==> src/rtl/cpu_axi_master_bridge.sv <==
// Single-beat AXI4 master bridge for one CPU memory port; stalls the core until the access completes.
// Optional feature: define AXI_BRIDGE_ERR_EN to make non-OKAY R/B responses set a sticky cpu_err.
module cpu_axi_master_bridge #(
    parameter logic [3:0] MASTER_ID = 4'd0
) (
    input  logic        clk,
    input  logic        rst,
    input  logic        cpu_req,
    input  logic        cpu_we,
    input  logic [31:0] cpu_addr,
    input  logic [31:0] cpu_wdata,
    input  logic [3:0]  cpu_wstrb,
    output logic        cpu_stall,
    output logic [31:0] cpu_rdata,
    output logic        cpu_done,
    output logic        cpu_err,
    output logic [3:0]  ARID,
    output logic [31:0] ARADDR,
    output logic [3:0]  ARLEN,
    output logic [2:0]  ARSIZE,
    output logic [1:0]  ARBURST,
    output logic        ARVALID,
    input  logic        ARREADY,
    output logic [3:0]  AWID,
    output logic [31:0] AWADDR,
    output logic [3:0]  AWLEN,
    output logic [2:0]  AWSIZE,
    output logic [1:0]  AWBURST,
    output logic        AWVALID,
    input  logic        AWREADY,
    output logic [31:0] WDATA,
    output logic [3:0]  WSTRB,
    output logic        WLAST,
    output logic        WVALID,
    input  logic        WREADY,
    input  logic [3:0]  RID,
    input  logic [31:0] RDATA,
    input  logic [1:0]  RRESP,
    input  logic        RLAST,
    input  logic        RVALID,
    output logic        RREADY,
    input  logic [3:0]  BID,
    input  logic [1:0]  BRESP,
    input  logic        BVALID,
    output logic        BREADY,
    output logic [2:0]  dbg_state
);

    typedef enum logic [2:0] {
        S_IDLE  = 3'd0,
        S_RADDR = 3'd1,
        S_RDATA = 3'd2,
        S_WREQ  = 3'd3,
        S_WRESP = 3'd4
    } state_t;

    state_t      state_q, state_d;
    logic [31:0] addr_q, wdata_q, rdata_q;
    logic [3:0]  wstrb_q;
    logic        aw_done_q, w_done_q, done_q;
    logic        accept, r_beat, b_beat, aw_fire, w_fire;

    // Handshakes: a transfer happens on any rising clk edge where VALID && READY.
    // VALID is held, with its payload stable, until that edge; READY is only
    // raised in the state that consumes the channel, so early beats wait.
    always_comb begin
        state_d = state_q;
        accept  = (state_q == S_IDLE) && cpu_req && !done_q;
        r_beat  = (state_q == S_RDATA) && RVALID && (RID == MASTER_ID) && RLAST;
        b_beat  = (state_q == S_WRESP) && BVALID && (BID == MASTER_ID);
        aw_fire = AWVALID && AWREADY;
        w_fire  = WVALID && WREADY;
        case (state_q)
            S_IDLE:  if (accept) state_d = cpu_we ? S_WREQ : S_RADDR;
            S_RADDR: if (ARREADY) state_d = S_RDATA;
            S_RDATA: if (r_beat) state_d = S_IDLE;
            S_WREQ:  if ((aw_done_q || AWREADY) && (w_done_q || WREADY)) state_d = S_WRESP;
            S_WRESP: if (b_beat) state_d = S_IDLE;
            default: state_d = S_IDLE;
        endcase
    end

    always_ff @(posedge clk or negedge rst) begin
        if (!rst) begin
            state_q   <= S_IDLE;
            addr_q    <= '0;
            wdata_q   <= '0;
            wstrb_q   <= '0;
            rdata_q   <= '0;
            aw_done_q <= 1'b0;
            w_done_q  <= 1'b0;
            done_q    <= 1'b0;
        end else begin
            state_q <= state_d;
            done_q  <= r_beat || b_beat;
            if (accept) begin
                addr_q    <= cpu_addr;
                wdata_q   <= cpu_wdata;
                wstrb_q   <= cpu_wstrb;
                aw_done_q <= 1'b0;
                w_done_q  <= 1'b0;
            end else begin
                if (aw_fire) aw_done_q <= 1'b1;
                if (w_fire)  w_done_q  <= 1'b1;
            end
            if (r_beat) rdata_q <= RDATA;
        end
    end

`ifdef AXI_BRIDGE_ERR_EN
    logic err_q;
    always_ff @(posedge clk or negedge rst) begin
        if (!rst) err_q <= 1'b0;
        else if ((r_beat && (RRESP != 2'b00)) || (b_beat && (BRESP != 2'b00))) err_q <= 1'b1;
    end
    assign cpu_err = err_q;
`else
    logic unused_resp;
    assign unused_resp = ^{RRESP, BRESP};
    assign cpu_err     = 1'b0;
`endif

    // The done cycle releases the core but does not accept its next request.
    assign cpu_stall = rst && ((state_q != S_IDLE) || (cpu_req && !done_q));
    assign cpu_done  = done_q;
    assign cpu_rdata = rdata_q;

    assign ARID    = MASTER_ID;
    assign ARADDR  = addr_q;
    assign ARLEN   = 4'd0;
    assign ARSIZE  = 3'b010;
    assign ARBURST = 2'b01;
    assign ARVALID = (state_q == S_RADDR);
    assign RREADY  = (state_q == S_RDATA);

    assign AWID    = MASTER_ID;
    assign AWADDR  = addr_q;
    assign AWLEN   = 4'd0;
    assign AWSIZE  = 3'b010;
    assign AWBURST = 2'b01;
    assign AWVALID = (state_q == S_WREQ) && !aw_done_q;
    assign WDATA   = wdata_q;
    assign WSTRB   = wstrb_q;
    assign WLAST   = 1'b1;
    assign WVALID  = (state_q == S_WREQ) && !w_done_q;
    assign BREADY  = (state_q == S_WRESP);

    assign dbg_state = state_q;

endmodule
==> config.mk <==
export PLATFORM = sky130hd
export DESIGN_NAME = cpu_axi_master_bridge
export DESIGN_NICKNAME = d
export VERILOG_FILES = /design/src/rtl/cpu_axi_master_bridge.sv
export SDC_FILE = /design/constraint.sdc
export NUM_CORES = 1
export LEC_CHECK = 0
export ABC_AREA = 0
export CORE_MARGIN = 3
export CORE_UTILIZATION = 40
export CTS_CLUSTER_DIAMETER = 100
export CTS_CLUSTER_SIZE = 24
export DETAILED_ROUTE_END_ITERATION = 12
export GPL_TIMING_DRIVEN = 0
export PLACE_DENSITY = 0.92
export REMOVE_ABC_BUFFERS = 1
export SYNTH_ARGS = -nofsm -noshare
export SYNTH_HDL_FRONTEND = slang
export SYNTH_SLANG_ARGS = --single-unit
==> constraint.sdc <==
create_clock -name clk -period 3.8 [get_ports clk]
set_clock_uncertainty 0.1 [all_clocks]
set_input_delay 1.14 -clock clk [delete_from_list [all_inputs] [get_ports clk]]
set_output_delay 1.14 -clock clk [all_outputs]
set_load 0.01 [all_outputs]
# Word level (Yosys, flattened, before mapping)
# Cells that the tools add are included.
dict set report word_totals {
  reg_bits 106
  latch_bits 0
  mem_bits_rw 0
  romBits 0
  input_bits 122
  out_inout_bits 170
  wordCells 56
  mem_count 0
}
dict set report op_classes {
  add_sub_neg 0
  n_mul 0
  div 0
  order_cmp 0
  eq_ne 9
  shifts 0
  muxes 11
  n_bitwise 0
  reduce_logical 28
}
# op n
set op_table {}
lappend op_table {{3-bit 2-to-1 mux} 5}
lappend op_table {{3-bit one-hot mux with 5 select lines} 1}
lappend op_table {{1-bit logical AND} 14}
lappend op_table {{4-bit zero test} 2}
lappend op_table {{3-bit by 2-bit equality test with 1-bit output, second input constant} 2}
lappend op_table {{2-bit by 1-bit inequality test with 1-bit output, second input constant} 3}
lappend op_table {{5-bit AND reduction} 1}
lappend op_table {{1-bit logical OR} 4}
lappend op_table {{1-bit 2-to-1 mux} 4}
lappend op_table {{2-bit inequality test, second input constant} 2}
lappend op_table {{2-bit nonzero test} 2}
lappend op_table {{3-bit by 1-bit equality test with 1-bit output, second input constant} 1}
lappend op_table {{3-bit equality test, second input constant} 1}
lappend op_table {{1-bit zero test} 3}
lappend op_table {{3-bit zero test} 1}
lappend op_table {{3-bit nonzero test} 1}
lappend op_table {{2-bit 2-to-1 mux} 1}

# Longest topological paths before layout
# Gate-level depths: netlist of run 1.
dict set report depth {
  depth_word 6
  ltp_mapped 6
  depth_no_buf 3
}

# Worst setup path after synthesis of run 1
# Ideal clock, no wire load.
dict set report synth_timing {
  path_kind {input -> output}
  from {in cpu_req}
  to {out cpu_stall}
  arrival_ns 1.532
  required_ns 2.560
  path_slack_ns 1.028
  cell_stages 2
  n_path_buf 0
  path_cell_list {nand2b_1 -> a21boi_0}
}
dict set report synth_between {
  elab_chain_len 3
}
# element line
set synth_rtl {}
lappend synth_rtl {{from (decl)} 8} ;# input logic cpu_req,
lappend synth_rtl {{1-bit logical AND} 124} ;# assign cpu_stall = rst && ((state_q != S_IDLE) || (cpu_req && !done_q));
lappend synth_rtl {{1-bit logical OR} 124}
lappend synth_rtl {{1-bit logical AND} 124}
lappend synth_rtl {{to (decl)} 13} ;# output logic cpu_stall,
# Every way passes these cells.

# Worst setup path after layout of run 1
# Same ends and word-level chain as after synthesis.

==> out/metrics.cfg, run 1 <==
[status]
status = finished, final reports clean

[cells_and_area]
n_antenna_cell = 0
fill_cells = 830
drive_gt1_frac = 0.2117
syn_to_final_growth_pct = 55.69
nets = 665

[clock_tree]
clk_pin_slew_ns = 0.07
cts-buffers-inserted = 9
cts.sinks = 106
cts_buffer_depth = 2
clock_latency_ns = 0.34
postCtsHoldBufs = 0
cts-root-buf = clkbuf_16
cts_setup_buffers = 0
htreeDepth = 3
ctsResizeCount = 0
cts_tree = built

[critical_path]
critPathRequiredTime_ns = 2.56
endpoint_kind = primary output
start_kind = input pin
critical_path_arrival_ns = 2.48
worst-setup-path-type = input pin to primary output
crit_path_max_fanout = 2

[hold_path]
hold_path_class = flop to flop

[grt]
track_usage = 0.1813
grt_overflow = 0
grt_pass1_wl_mm = 18.33
grt_start_max_net_pins = 63
grt_pass1_vias = 3423
antenna_found_initial = 0

[timing]
final-setup-viol-count = 0
hold_viol = 0
fin_ws_ns = 0.07644
min_period_over_period = 0.9799
worstMarginPinSlew_ns = 0.6409
clock.fmax_mhz = 268.6
report.final.slew_viol_count = 0
rsz0062_at_grt = no
whs_ns = 0.3880
period_minus_slack_ns = 3.724
max-slew-margin-rel = 0.5728

[logic_synthesis]
ys_seq_area_frac = 0.5542
postSynthAreaPerCell_um2 = 15.10
ys_warn_count = 0
ys_seq_elements = 106
mappedNetlistArea_um2 = 4786
netlist_instances = 317
synth_cell_types = 32

[flow_run]
maxCapViolations = 0

[die]
die_area_um2 = 13310
die_x_um = 115.4
initial_core_util = 0.4138
row_count = 39
core_um2 = 11560
fp.dieH_um = 115.4
top_level_ports = 292

[routing]
avgViaCountPerCell = 4.647
firstDrtPassIters = 4
drt_iter0_drc = 126
drc = 0
wl_per_cell_um = 17.87
drt-total-wl_mm = 12.35
vias = 3211
drt.antenna.violating_nets = 0

[pwr]
cellPowerDensity_nw_per_um2 = 764.1
irDropWorstVdd_mv = 0.3326
p_leak_nw = 3.274

[placement]
place_ws_ns = 0.01979
routabilityCongestion = 0.7883
io_buffers = 259
dp.final_hpwl_mm = 9.794

## where the power goes
| group | switching [mW] | internal [mW] |
|---|---|---|
| clock | 0.390 | 0.597 |
| sequential | 0.346 | 1.60 |
| combinational | 0.980 | 1.78 |
| total | 1.72 | 3.98 |
## placed cells by master, fill, tap and decap left out, drive strengths merged
master,synthesis,final
clkdlybuf4s50,0,258
dfrtp,106,106
mux2,100,100
conb,2,28
clkbuf,0,14
nor2,5,5
nand2,4,4
buf,73,4
a21oi,3,3
nor3b,3,3
nor2b,3,3
bufinv,0,2
nand3,2,2
a21boi,2,2
nor4b,1,1
nor4,1,1
nand2b,1,1
nor3,1,1
inv,1,1
o22ai,1,1
or3b,1,1
a32o,1,1
a31o,1,1
and3,1,1
a2111oi,1,1
a211o,1,1
o2bb2ai,1,1
and3b,1,1
## kinds of logic after synthesis
kind of cell,Yosys count,synth area share
other,2,0.001569
multiplexers,100,0.2667
buffers and inverters,74,0.1234
AND/OR/NAND/NOR,24,0.03712
flip-flops,106,0.5542
AO/OA/AOI/OAI,11,0.01699
## critical path, cell delays in order
cell	delay (ns)
clkdlybuf4s50_1	0.50
nand2b_1	0.12
a21boi_1	0.16
clkdlybuf4s50_1	0.56
## worst paths after layout
| check | start | to | slack, ns | cells past startpoint |
|---|---|---|---|---|
| max | cpu_req | cpu_stall | 0.08 | 4 |
| min | WDATA[17]$_DFFE_PN0P_ | WDATA[17]$_DFFE_PN0P_ | 0.39 | 1 |
| max reg2reg | dbg_state[2]$_DFFE_PN0P_ | WDATA[28]$_DFFE_PN0P_ | 1.56 | 5 |
| min reg2reg | WDATA[17]$_DFFE_PN0P_ | WDATA[17]$_DFFE_PN0P_ | 0.39 | 1 |
| max in group asynchronous | rst | ARADDR[3]$_DFFE_PN0P_ | 2.34 | 2 |
| min in group asynchronous | rst | cpu_rdata[0]$_DFFE_PN0P_ | 0.62 | 1 |
## through the flow
| step | TNS [ns] | util | instances | area [um2] | total power, mW |
|---|---|---|---|---|---|
| global placement | -271.48 | 0.6112 | 672 | 7068 | 4.626 |
| floorplan | 0 | - | 270 | 4297 | 3.022 |
| detailed placement | 0 | 0.6168 | 675 | 7133 | 4.760 |
| global route | 0 | 0.6443 | 691 | 7451 | 5.996 |
| CTS | 0 | 0.6439 | 691 | 7447 | 5.773 |
| finish | 0 | 0.6443 | 691 | 7451 | 5.693 |
## synthesized netlist by cell type (all sizes together)
library cell | number | area, um2
nor2 | 5 | 18.77
nor4b | 1 | 15.01
o2bb2ai | 1 | 8.760
a211o | 1 | 8.760
o22ai | 1 | 6.260
conb | 2 | 7.510
nor3 | 1 | 10.01
nor2b | 3 | 26.27
a21oi | 3 | 15.01
nand2 | 4 | 15.01
a32o | 1 | 10.01
inv | 1 | 3.750
or3b | 1 | 8.760
and3b | 1 | 8.760
dfrtp | 106 | 2653
mux2 | 100 | 1276
buf | 73 | 586.8
nor3b | 3 | 33.78
nor4 | 1 | 6.260
a31o | 1 | 8.760
nand2b | 1 | 6.260
a2111oi | 1 | 8.760
and3 | 1 | 6.260
a21boi | 2 | 15.01
nand3 | 2 | 22.52
## metal layers
layer,vias up,track usage,share of wire
met2,182,0.3318,0.54
li1,1457,-,-
met5,-,0,0
met3,17,0.05105,0.087
met1,1555,0.1979,0.35
met4,0,0.06964,0.018
## flip-flops by register name, indices dropped and copies added (netlist names)
register   count
w_done_q       1
WSTRB          4
aw_done_q      1
cpu_rdata     32
dbg_state      3
WDATA         32
ARADDR        32
cpu_done       1
## layout make-up
class / count / area (um2) / share of cell area
Clock buffer: 14 / 254.0 / 0.03409
Timing Repair Buffer: 262 / 2661 / 0.3572
Sequential cell: 106 / 2653 / 0.3560
Clock inverter: 2 / 60.06 / 0.008060
Multi-Input combinational cell: 163 / 1640 / 0.2202
Inverter: 1 / 3.754 / 0.0005038
Tap cell: 143 / 178.9 / 0.02401
(Power assumes the default switching activity.)
==> inputs of run 2 (changes only) <==
--- a/config.mk
+++ b/config.mk
@@ -6,13 +6,15 @@
 export NUM_CORES = 1
 export LEC_CHECK = 0
 export ABC_AREA = 0
+export CELL_PAD_IN_SITES_DETAIL_PLACEMENT = 0
+export CELL_PAD_IN_SITES_GLOBAL_PLACEMENT = 2
 export CORE_MARGIN = 3
-export CORE_UTILIZATION = 40
+export CORE_UTILIZATION = 25
 export CTS_CLUSTER_DIAMETER = 100
 export CTS_CLUSTER_SIZE = 24
 export DETAILED_ROUTE_END_ITERATION = 12
 export GPL_TIMING_DRIVEN = 0
-export PLACE_DENSITY = 0.92
+export PLACE_DENSITY = 0.93
 export REMOVE_ABC_BUFFERS = 1
 export SYNTH_ARGS = -nofsm -noshare
 export SYNTH_HDL_FRONTEND = slang
==> run 2 against run 1 <==
Net effect:
- total power is 1.3% lower
- hold slack better by 0.0078 ns
- combinational power hardly changed
- final cell count is 12% higher
- register-to-register slack lost 0.24 ns
- flip-flop and latch count did not move
- core utilization down 23 points
- sequential share of layout area down 0.47 points
- global-route usage decreased by 6.8 points
- via count is 0.81% lower
- critical endpoint unchanged
==> out/metrics.cfg, run 2 (synthesis results as in run 1) <==
[status]
status = finished, final reports clean

[timing]
report.final.slew_viol_count = 0  ; unchanged
max-slew-margin-rel = 0.5480  ; -0.02471
final-setup-viol-count = 0  ; unchanged
rsz0062_at_grt = no
period_minus_slack_ns = 3.349  ; -0.3743 ns
finalSetupTns_ns = 0  ; unchanged
clock.fmax_mhz = 298.6  ; +11%
worstMarginPinSlew_ns = 0.6765  ; +0.03563 ns
hold_viol = 0  ; unchanged
min_period_over_period = 0.8814  ; -0.09850

[pwr]
cellPowerDensity_nw_per_um2 = 743.8  ; -2.7%
irDropWorstVdd_mv = 0.2921  ; -12%
p_leak_nw = 3.277  ; about the same
total_power_mw = 5.616  ; -1.3%

[die]
row_count = 49  ; +26%
core_um2 = 18390  ; +59%
top_level_ports = 292  ; unchanged
die_x_um = 144.4  ; +25%
fp.dieH_um = 144.4  ; +25%
die_area_um2 = 20840  ; +57%
initial_core_util = 0.2602  ; -0.1536

[cells_and_area]
n_antenna_cell = 0  ; unchanged
nets = 665  ; unchanged
syn_to_final_growth_pct = 57.78
utilization = 0.4105  ; -0.2337
final_common_cell = clkdlybuf4s50_1
stdcell_area_um2 = 7551  ; +1.3%
drive_gt1_frac = 0.2153  ; +0.003650
layout_common_cells = clkdlybuf4s50_1 (257), dfrtp_1 (106), mux2_2 (54)

[clock_tree]
htreeDepth = 3  ; unchanged
cts_tree = built
cts-root-buf = clkbuf_16
cts_buffer_depth = 2  ; unchanged
clk_pin_slew_ns = 0.06  ; about the same
clock_latency_ns = 0.34  ; about the same
postCtsHoldBufs = 0  ; unchanged
cts.sinks = 106  ; unchanged
cts-buffers-inserted = 9  ; unchanged

[routing]
firstDrtPassIters = 4  ; unchanged
vias = 3185  ; -0.81%
drt.antenna.violating_nets = 0  ; unchanged
drt-total-wl_mm = 12.13  ; -1.7%
avgViaCountPerCell = 4.099  ; -12%
drt_iter0_drc = 72  ; -43%
drc = 0  ; unchanged
wl_per_cell_um = 15.61  ; -13%

[grt]
antenna_found_initial = 0  ; unchanged
grt_start_max_net_pins = 55  ; -13%
grt_pass1_vias = 3371  ; -1.5%
grt_pass1_wl_mm = 18.15  ; -0.94%
grt_overflow = 0  ; unchanged
track_usage = 0.1130  ; -0.06829

[critical_path]
critical_path_arrival_ns = 2.11  ; -0.37 ns
rr_worst_depth = 5  ; unchanged
path_buf_inv = 2  ; unchanged
critPathTopFamily = buffers and inverters
cpMaxStageDelayCell = clkdlybuf4s50_1
cpPeakStageDelay_ns = 0.48  ; -0.08 ns
crit_path_max_fanout = 2  ; unchanged
critPathRequiredTime_ns = 2.56  ; about the same
endpoint_kind = primary output
path_depth = 4  ; unchanged
cp_cell_sequence = clkdlybuf4s50_1, nand2b_1, a21boi_0, dlymetal6s2s_1
start_kind = input pin
worst-setup-path-type = input pin to primary output

[placement]
dp.final_hpwl_mm = 9.470  ; -3.3%
place_area_um2 = 7248  ; +1.6%
routabilityCongestion = 0.7307  ; -7.3%
io_buffers = 259  ; unchanged

[flow_run]
maxCapViolations = 0  ; unchanged

[hold_path]
hold_path_class = flop to flop
min_delay_path_depth = 1  ; unchanged

[run 2: final timing paths]
| kind | slack (ns) | endpoint | startpoint |
|---|---|---|---|
| max in group asynchronous | 2.32 | ARADDR[31]$_DFFE_PN0P_ | rst |
| min in group asynchronous | 0.64 | cpu_rdata[28]$_DFFE_PN0P_ | rst |
| worst max-delay path | 0.45 | cpu_stall | cpu_req |
| worst min-delay path | 0.40 | WDATA[11]$_DFFE_PN0P_ | WDATA[11]$_DFFE_PN0P_ |
| worst max register to register | 1.32 | ARADDR[21]$_DFFE_PN0P_ | dbg_state[0]$_DFFE_PN0P_ |
| worst min register to register | 0.40 | WDATA[11]$_DFFE_PN0P_ | WDATA[11]$_DFFE_PN0P_ |
[run 2: routing by layer]
metal	vias to the layer above	track usage	wire, um
li1	1455	-	-
met1	1516	0.1277	4541
met2	201	0.1926	5995
met3	13	0.04101	1368
met4	0	0.04811	226
met5	-	0	0
[run 2: what timing repair did]
action                                  CTS  global route
gates cloned                              0             0
buffers inserted                          0             0
endpoints found under the setup margin    1             1
resized for setup                         1             1
[run 2: area by class of cell]
cell class / count / area [um2]
fillers: 1693 / 10840
repair buffers: 262 / 2671
flip-flops and latches: 106 / 2653
multi-input cells: 163 / 1640
well taps: 229 / 286.5
clock buffers: 11 / 232.7
clock inverters: 5 / 63.81
inverters: 1 / 3.754
[run 2: worst reg2reg max path: stages, from the launching register on]
cell,delay (ns)
dfrtp_1,0.55
nor3_2,0.21
nor2b_4,0.62
buf_16,0.25
buf_12,0.24
mux2_2,0.38
[run 2: metrics by stage]
step / setup slack [ns] / hold WS, ns / instances
finish: 0.4507 / 0.3957 / 777
global route: 0.3723 / 0.4053 / 777
CTS: 0.04941 / 0.3982 / 777
detailed placement: -0.05036 / 0.3827 / 761
global placement: -3.487 / 0.3696 / 758
floorplan: 0.7623 / 0.3850 / 270
[run 2: power by group]
group | switching (mW) | total [mW] | leakage, nW | internal, mW
sequential | 0.332 | 1.93 | 1.32 | 1.60
combinational | 0.962 | 2.75 | 1.82 | 1.79
clock | 0.421 | 0.938 | 0.140 | 0.517
total | 1.72 | 5.62 | 3.28 | 3.90
==> inputs of run 3 (changes only) <==
--- a/config.mk
+++ b/config.mk
@@ -16,6 +16,7 @@
 export GPL_TIMING_DRIVEN = 0
 export PLACE_DENSITY = 0.93
 export REMOVE_ABC_BUFFERS = 1
+export SKIP_CTS_REPAIR_TIMING = 1
 export SYNTH_ARGS = -nofsm -noshare
 export SYNTH_HDL_FRONTEND = slang
 export SYNTH_SLANG_ARGS = --single-unit
==> results of run 3 <==
No change in the layout: final DEF, timing and power equal those of run 2.
